<file path="src/rtl/mem_ctrl_pkg.sv">
// Shared types and constants for the MEM-stage bus controller and its posted-write buffer.
package mem_ctrl_pkg;

  localparam int BUS_W    = 32;
  localparam int WORD_OFS = 2;

  typedef enum logic [1:0] {
    IDLE,
    RD_REQ,
    RD_DONE,
    WR_REQ
  } mem_state_e;

  typedef struct packed {
    logic [BUS_W-1:0] addr;
    logic [BUS_W-1:0] data;
  } wbuf_entry_t;

  function automatic logic [BUS_W-1:0] word_align(input logic [BUS_W-1:0] a);
    return {a[BUS_W-1:WORD_OFS], {WORD_OFS{1'b0}}};
  endfunction

endpackage

</file>
<file path="src/rtl/mem_stage_ctrl_wbuf_fifo.sv">
// Circular posted-write FIFO with a youngest-entry address lookup used for store-to-load forwarding.
module wbuf_fifo
  import mem_ctrl_pkg::*;
#(
  parameter int DEPTH = 2
) (
  input  logic             clk_i,
  input  logic             reset_i,
  input  logic             push_i,
  input  wbuf_entry_t      push_entry_i,
  input  logic             pop_i,
  output logic             full_o,
  output logic             empty_o,
  output wbuf_entry_t      head_o,
  input  logic [BUS_W-1:0] lookup_addr_i,
  output logic             hit_o,
  output logic [BUS_W-1:0] hit_data_o
);

  localparam int PW = $clog2(DEPTH);

  wbuf_entry_t   mem_q [DEPTH];
  logic [PW-1:0] head_q, head_d;
  logic [PW-1:0] tail_q, tail_d;
  logic [PW:0]   count_q, count_d;
  logic [PW-1:0] idx;
  logic          do_push;
  logic          do_pop;

  assign full_o  = (count_q == (PW+1)'(DEPTH));
  assign empty_o = (count_q == '0);
  assign head_o  = mem_q[head_q];
  assign do_push = push_i & ~full_o;
  assign do_pop  = pop_i & ~empty_o;

  // NOTE: every always_comb output gets a default first so no path leaves it unassigned (no latch).
  always_comb begin
    head_d  = head_q;
    tail_d  = tail_q;
    count_d = count_q;
    if (do_push) tail_d = tail_q + PW'(1);
    if (do_pop)  head_d = head_q + PW'(1);
    case ({do_push, do_pop})
      2'b10:   count_d = count_q + (PW+1)'(1);
      2'b01:   count_d = count_q - (PW+1)'(1);
      default: count_d = count_q;
    endcase
  end

  // Priority search from tail-1 backwards; the first valid match is the youngest store.
  always_comb begin
    hit_o      = 1'b0;
    hit_data_o = '0;
    idx        = '0;
    for (int k = 1; k <= DEPTH; k++) begin
      idx = tail_q - PW'(k);
      if (!hit_o && ((PW+1)'(k) <= count_q) && (mem_q[idx].addr == lookup_addr_i)) begin
        hit_o      = 1'b1;
        hit_data_o = mem_q[idx].data;
      end
    end
  end

  // NOTE: entry storage is deliberately not reset; validity comes only from head/tail/count.
  always_ff @(posedge clk_i) begin
    if (do_push) mem_q[tail_q] <= push_entry_i;
  end

  // NOTE: state flops use non-blocking assignments so every flop samples pre-edge values.
  always_ff @(posedge clk_i) begin
    if (!reset_i) begin
      head_q  <= '0;
      tail_q  <= '0;
      count_q <= '0;
    end else begin
      head_q  <= head_d;
      tail_q  <= tail_d;
      count_q <= count_d;
    end
  end

endmodule

</file>
<file path="src/rtl/mem_stage_ctrl.sv">
// MEM-stage controller: posted store buffer with forwarding, and a one-outstanding bus FSM for misses and drains.
module mem_stage_ctrl
  import mem_ctrl_pkg::*;
#(
  parameter int WBUF_DEPTH = 2,
  parameter int DATA_W     = BUS_W
) (
  input  logic              clk_i,
  input  logic              reset_i,
  input  logic              mem_read_i,
  input  logic              enable_wmem_i,
  input  logic [DATA_W-1:0] addr_i32,
  input  logic [DATA_W-1:0] write_data_i32,
  output logic [DATA_W-1:0] read_data_o32,
  output logic              stall_o,
  output logic              err_o,
  output logic              bus_req_o,
  output logic              bus_we_o,
  output logic [DATA_W-1:0] bus_addr_o32,
  output logic [DATA_W-1:0] bus_wdata_o32,
  input  logic [DATA_W-1:0] bus_rdata_i32,
  input  logic              bus_ack_i
);

  mem_state_e        state_q, state_d;
  logic              bus_req_q, bus_req_d;
  logic              bus_we_q, bus_we_d;
  logic [DATA_W-1:0] bus_addr_q, bus_addr_d;
  logic [DATA_W-1:0] bus_wdata_q, bus_wdata_d;
  logic [DATA_W-1:0] rdata_q, rdata_d;

  logic              misaligned, both_ops, load_v, store_v, load_miss;
  logic              push, pop, full, empty, hit;
  logic [DATA_W-1:0] hit_data;
  wbuf_entry_t       head;

  assign misaligned = (addr_i32[WORD_OFS-1:0] != '0);
  assign both_ops   = mem_read_i & enable_wmem_i;
  assign load_v     = mem_read_i & ~enable_wmem_i & ~misaligned;
  assign store_v    = enable_wmem_i & ~mem_read_i & ~misaligned;
  assign load_miss  = load_v & ~hit;
  assign push       = store_v & ~full;

  assign err_o   = both_ops | ((mem_read_i | enable_wmem_i) & misaligned);
  // A missing load is released in RD_DONE, when rdata_q holds its word.
  assign stall_o = (load_miss & (state_q != RD_DONE)) | (store_v & full);

  always_comb begin
    read_data_o32 = '0;
    if (load_v) read_data_o32 = (state_q == RD_DONE) ? rdata_q : hit_data;
  end

  wbuf_fifo #(
    .DEPTH(WBUF_DEPTH)
  ) u_wbuf (
    .clk_i        (clk_i),
    .reset_i      (reset_i),
    .push_i       (push),
    .push_entry_i ('{addr: addr_i32, data: write_data_i32}),
    .pop_i        (pop),
    .full_o       (full),
    .empty_o      (empty),
    .head_o       (head),
    .lookup_addr_i(addr_i32),
    .hit_o        (hit),
    .hit_data_o   (hit_data)
  );

  // Bus fields are only loaded when a transaction starts, so they hold stable until its ack.
  always_comb begin
    state_d     = state_q;
    bus_req_d   = bus_req_q;
    bus_we_d    = bus_we_q;
    bus_addr_d  = bus_addr_q;
    bus_wdata_d = bus_wdata_q;
    rdata_d     = rdata_q;
    pop         = 1'b0;
    case (state_q)
      IDLE: begin
        if (load_miss) begin
          state_d     = RD_REQ;
          bus_req_d   = 1'b1;
          bus_we_d    = 1'b0;
          bus_addr_d  = word_align(addr_i32);
          bus_wdata_d = '0;
        end else if (!empty) begin
          state_d     = WR_REQ;
          bus_req_d   = 1'b1;
          bus_we_d    = 1'b1;
          bus_addr_d  = head.addr;
          bus_wdata_d = head.data;
        end
      end
      RD_REQ: begin
        if (bus_ack_i) begin
          state_d   = RD_DONE;
          rdata_d   = bus_rdata_i32;
          bus_req_d = 1'b0;
          bus_we_d  = 1'b0;
        end
      end
      RD_DONE: state_d = IDLE;
      WR_REQ: begin
        if (bus_ack_i) begin
          state_d   = IDLE;
          pop       = 1'b1;
          bus_req_d = 1'b0;
          bus_we_d  = 1'b0;
        end
      end
      default: state_d = IDLE;
    endcase
  end

  always_ff @(posedge clk_i) begin
    if (!reset_i) begin
      state_q     <= IDLE;
      bus_req_q   <= 1'b0;
      bus_we_q    <= 1'b0;
      bus_addr_q  <= '0;
      bus_wdata_q <= '0;
      rdata_q     <= '0;
    end else begin
      state_q     <= state_d;
      bus_req_q   <= bus_req_d;
      bus_we_q    <= bus_we_d;
      bus_addr_q  <= bus_addr_d;
      bus_wdata_q <= bus_wdata_d;
      rdata_q     <= rdata_d;
    end
  end

  assign bus_req_o     = bus_req_q;
  assign bus_we_o      = bus_we_q;
  assign bus_addr_o32  = bus_addr_q;
  assign bus_wdata_o32 = bus_wdata_q;

endmodule

</file>
<file path="config.mk">
export PLATFORM = sky130hd
export DESIGN_NAME = mem_stage_ctrl
export DESIGN_NICKNAME = d
export VERILOG_FILES = /design/src/rtl/mem_ctrl_pkg.sv /design/src/rtl/mem_stage_ctrl_wbuf_fifo.sv /design/src/rtl/mem_stage_ctrl.sv
export SDC_FILE = /design/constraint.sdc
export NUM_CORES = 1
export LEC_CHECK = 0
export ABC_CLOCK_PERIOD_IN_PS = 8350
export BUFFER_PORTS_ARGS = -buffer_cell sky130_fd_sc_hd__buf_2
export CORE_MARGIN = 4
export CORE_UTILIZATION = 60
export CTS_CLUSTER_SIZE = 14
export DETAILED_ROUTE_END_ITERATION = 6
export MAX_ROUTING_LAYER = met4
export PLACE_DENSITY = 0.91
export SETUP_SLACK_MARGIN = 0.15
export SYNTH_ARGS = -nofsm -noshare
export SYNTH_HDL_FRONTEND = slang
export SYNTH_HIERARCHICAL = 1
export SYNTH_SLANG_ARGS = --single-unit
</file>
<file path="constraint.sdc">
create_clock -name clk_i -period 8.35 [get_ports clk_i]
set_clock_uncertainty 0.1 [all_clocks]
set_input_delay 0 -clock clk_i [delete_from_list [all_inputs] [get_ports clk_i]]
set_output_delay 0 -clock clk_i [all_outputs]
set_load 0.005 [all_outputs]
</file>
==> results.yml <==
logic_synthesis:
  postSynthNetCount: 1074
  seq_area_frac_synth: 0.5405
  synthArstFlopShare: 0
  netlist-cell-type-count: 43
  avgSynthCellArea_um2: 11.41
  synthDominantCellAreaShare: 0.3483
  synth_cells: 967
  dominantRegCellSynth: "sky130_fd_sc_hd__edfxtp_1"
  synth.area.top_cells: "sky130_fd_sc_hd__edfxtp_1 (35%), sky130_fd_sc_hd__dfxtp_1 (19%), sky130_fd_sc_hd__mux2_2 (6.5%)"
  synthesis.area_um2: 11040
  synth_edf_count: 128
  synth.largest_area_cell: "sky130_fd_sc_hd__edfxtp_1"
  ys_ff_latch: 234
  yosys_warnings: 6
floorplanning:
  die-area_um2: 20630
  chipWidth_um: 143.6
  chipHeight_um: 143.6
  core_area_um2: 18020
  ios: 201
  num_rows: 49
  initial_utilization: 0.6123
grt:
  antenna_violations_before_repair: 2
  grt_max_degree: 42
  first_global_vias: 9460
  grt.total_usage: 0.3221
  grt_pass1_wl_um: 50470
  grt_overflow_total: 0
sta:
  worst_pin_slew_ps: 1383
  fmax_mhz: 206.8
  grt_setup_unrepaired: "no"
  final.period_utilization: 0.5792
  slew_violations: 0
  timing.final.crit_period_ps: 4837
  postLayoutSetupSlackWorst_ps: 3513
  maxSlewHeadroom: 0.07773
  setup_viol_count_final: 0
  hold_viol_final: 0
  finalSetupTns_ps: 0
  final.hold.worst_slack_ps: 55.73
worst_setup_path:
  worstPathRequired_ps: 8250
  path_max_fanout: 35
  startpoint_type: "flip-flop"
  worst_ep_arrival_time_ps: 4740
  endpoint_kind: "output pin"
  worst-setup-path-type: "reg2out"
cells_and_area:
  drive_above_1_share: 0.2672
  final_nets: 1338
  multi_input_comb_area_um2: 4629
  fillerInstances: 973
  syn_to_final_growth_pct: 26.21
  final_cell_count_no_fill: 1483
  sequential_cell_area_um2: 5969
  utilization: 0.7728
route:
  drc_errors: 0
  routed_wirelength_um: 33660
  route.detailed.vias_per_inst: 6.386
  wl_met3_um: 3205
  routed_wire_length_per_instance_um: 22.70
  number_of_nets_with_antenna_violations_after_detailed_routing: 0
  drtPass1Iterations: 5
  vias: 9470
  routed-wl-met2_um: 16200
  drtIter0Drc: 885
  highest_signal_layer_in_the_routed_design: "met4"
  routedLengthMet1_um: 12210
hold_path:
  worstHoldPathType: "in2reg"
placement:
  finalWeightedCongestion: 0.8974
  io_port_bufs: 200
  detailedPlacementHpwl_um: 19040
  place_worst_setup_slack_ps: 4324
  placedCellCount: 1335
power_and_ir_drop:
  power.leakage_nw: 5.124
  pwr_density_cell_nw_per_um2: 186.5
  vdd_ir_drop_max_mv: 0.1827
clock_tree:
  worst_setup_hold_path_clk_slew_ps: 60
  clock_insertion_delay_worst_skew_ps: 530
  cts_max_path_buffers: 3
  number_of_h_tree_levels: 1
  number_of_cts_inserted_buffers: 25
  clock_sinks: 234
  tritoncts: "built"
  ctsRootBufferMaster: "sky130_fd_sc_hd__clkbuf_16"
run_status:
  status: "finished, final reports clean"
job:
  timing.max_cap.violations: 0
report_power, final:
part           switching [W]  total (W)  leakage (nW)  internal [W]
sequential         0.0000229    0.00126          2.02       0.00124
clock               0.000460    0.00111         0.403      0.000646
combinational       0.000123   0.000228          2.70      0.000105
total               0.000606    0.00260          5.12       0.00199
cells by family after synthesis:
kind of cell / share of synthesized area
AOI/OAI and AO/OA: 0.1372
xor gates and xnor gates: 0.05476
adders and majority gates: 0.006802
buffers and inverters: 0.04376
DFF: 0.5405
muxes: 0.1258
and+or+nand+nor: 0.09115
through the flow:
step	power (W)	area [um^2]
final	0.002597	13930
after global routing	0.002673	13920
after CTS	0.002584	13920
after detailed placement	0.001466	12120
after global placement	0.001459	12120
after floorplan	0.001380	11040
timing repair:
item / CTS / global route
hold buffers: 98 / 0
endpoints found under the hold margin: 200 / 0
buffers inserted: 0 / 0
resized for setup: 0 / 0
placed cells by master, fill, tap and decap left out, types with 32 or more instances in the layout:
cell / Yosys / layout
sky130_fd_sc_hd__inv_1: 35 / 34
sky130_fd_sc_hd__a21oi_1: 70 / 69
sky130_fd_sc_hd__buf_2: 8 / 200
sky130_fd_sc_hd__mux2i_1: 64 / 64
sky130_fd_sc_hd__xor2_1: 60 / 60
sky130_fd_sc_hd__edfxtp_1: 128 / 128
sky130_fd_sc_hd__nand3_1: 32 / 32
sky130_fd_sc_hd__dlygate4sd3_1: 0 / 98
sky130_fd_sc_hd__a22o_1: 66 / 66
sky130_fd_sc_hd__mux2_2: 64 / 64
sky130_fd_sc_hd__dfxtp_1: 106 / 103
sky130_fd_sc_hd__nand2_1: 135 / 135
critical path, stage by stage (launching register included):
cell                      delay, ps
sky130_fd_sc_hd__dfxtp_2       1110
sky130_fd_sc_hd__mux2i_1        340
sky130_fd_sc_hd__xor2_1         230
sky130_fd_sc_hd__nand4_1        150
sky130_fd_sc_hd__nor3_1         360
sky130_fd_sc_hd__nand3_2        260
sky130_fd_sc_hd__mux2i_4        980
sky130_fd_sc_hd__a22o_1         290
sky130_fd_sc_hd__nand2_1         90
sky130_fd_sc_hd__a21oi_1        190
sky130_fd_sc_hd__buf_2          170
cells in the mapped netlist, types with 9 or more instances:
master and n:
sky130_fd_sc_hd__a21oi_1 70, sky130_fd_sc_hd__a221oi_1 30, sky130_fd_sc_hd__a22o_1 66, sky130_fd_sc_hd__clkbuf_1 49
sky130_fd_sc_hd__dfxtp_1 106, sky130_fd_sc_hd__edfxtp_1 128, sky130_fd_sc_hd__inv_1 35, sky130_fd_sc_hd__mux2_2 64
sky130_fd_sc_hd__mux2i_1 64, sky130_fd_sc_hd__nand2_1 135, sky130_fd_sc_hd__nand3_1 32, sky130_fd_sc_hd__nand4_1 16
sky130_fd_sc_hd__o2bb2ai_1 30, sky130_fd_sc_hd__xnor2_1 9, sky130_fd_sc_hd__xor2_1 60
final timing paths:
check / startpoint / to / slack, ps / depth (start not counted)
worst min-delay path: mem_read_i / bus_addr_o32[29] / 60 / 3
worst max register to register: u_wbuf/tail_q / bus_wdata_o32[10] / 4130 / 11
worst max-delay path: u_wbuf/tail_q / read_data_o32[15] / 3510 / 10
worst min register to register: rdata_q[5] / rdata_q[5] / 360 / 2
routing by layer:
layer / global-route usage / vias to the layer above
li1: - / 4078
met1: 0.3735 / 4498
met2: 0.5351 / 707
met3: 0.05957 / 187
met4: 0.1680 / 0
met5: - / -
registers in the layout, summed over array words and instances (netlist names), named ones only:
| name | cells |
|---|---|
| rdata_q | 32 |
| u_wbuf/mem_q | 128 |
| bus_addr_o32 | 32 |
| state_q | 2 |
| u_wbuf/tail_q | 1 |
| bus_we_o | 1 |
| u_wbuf/head_q | 1 |
| bus_wdata_o32 | 32 |
| bus_req_o | 1 |
| u_wbuf/count_q | 2 |
area by class of cell:
| cell class | instances | share of cell area |
|---|---|---|
| Sequential cell | 234 | 0.4285 |
| Antenna cell | 4 | 0.0007186 |
| Clock inverter | 12 | 0.006557 |
| Clock buffer | 34 | 0.05255 |
| Timing Repair Buffer | 311 | 0.1493 |
| Tap cell | 229 | 0.02057 |
| Multi-Input combinational cell | 624 | 0.3323 |
| Inverter | 35 | 0.009431 |
Note: power is estimated with default switching activity, not from simulation.
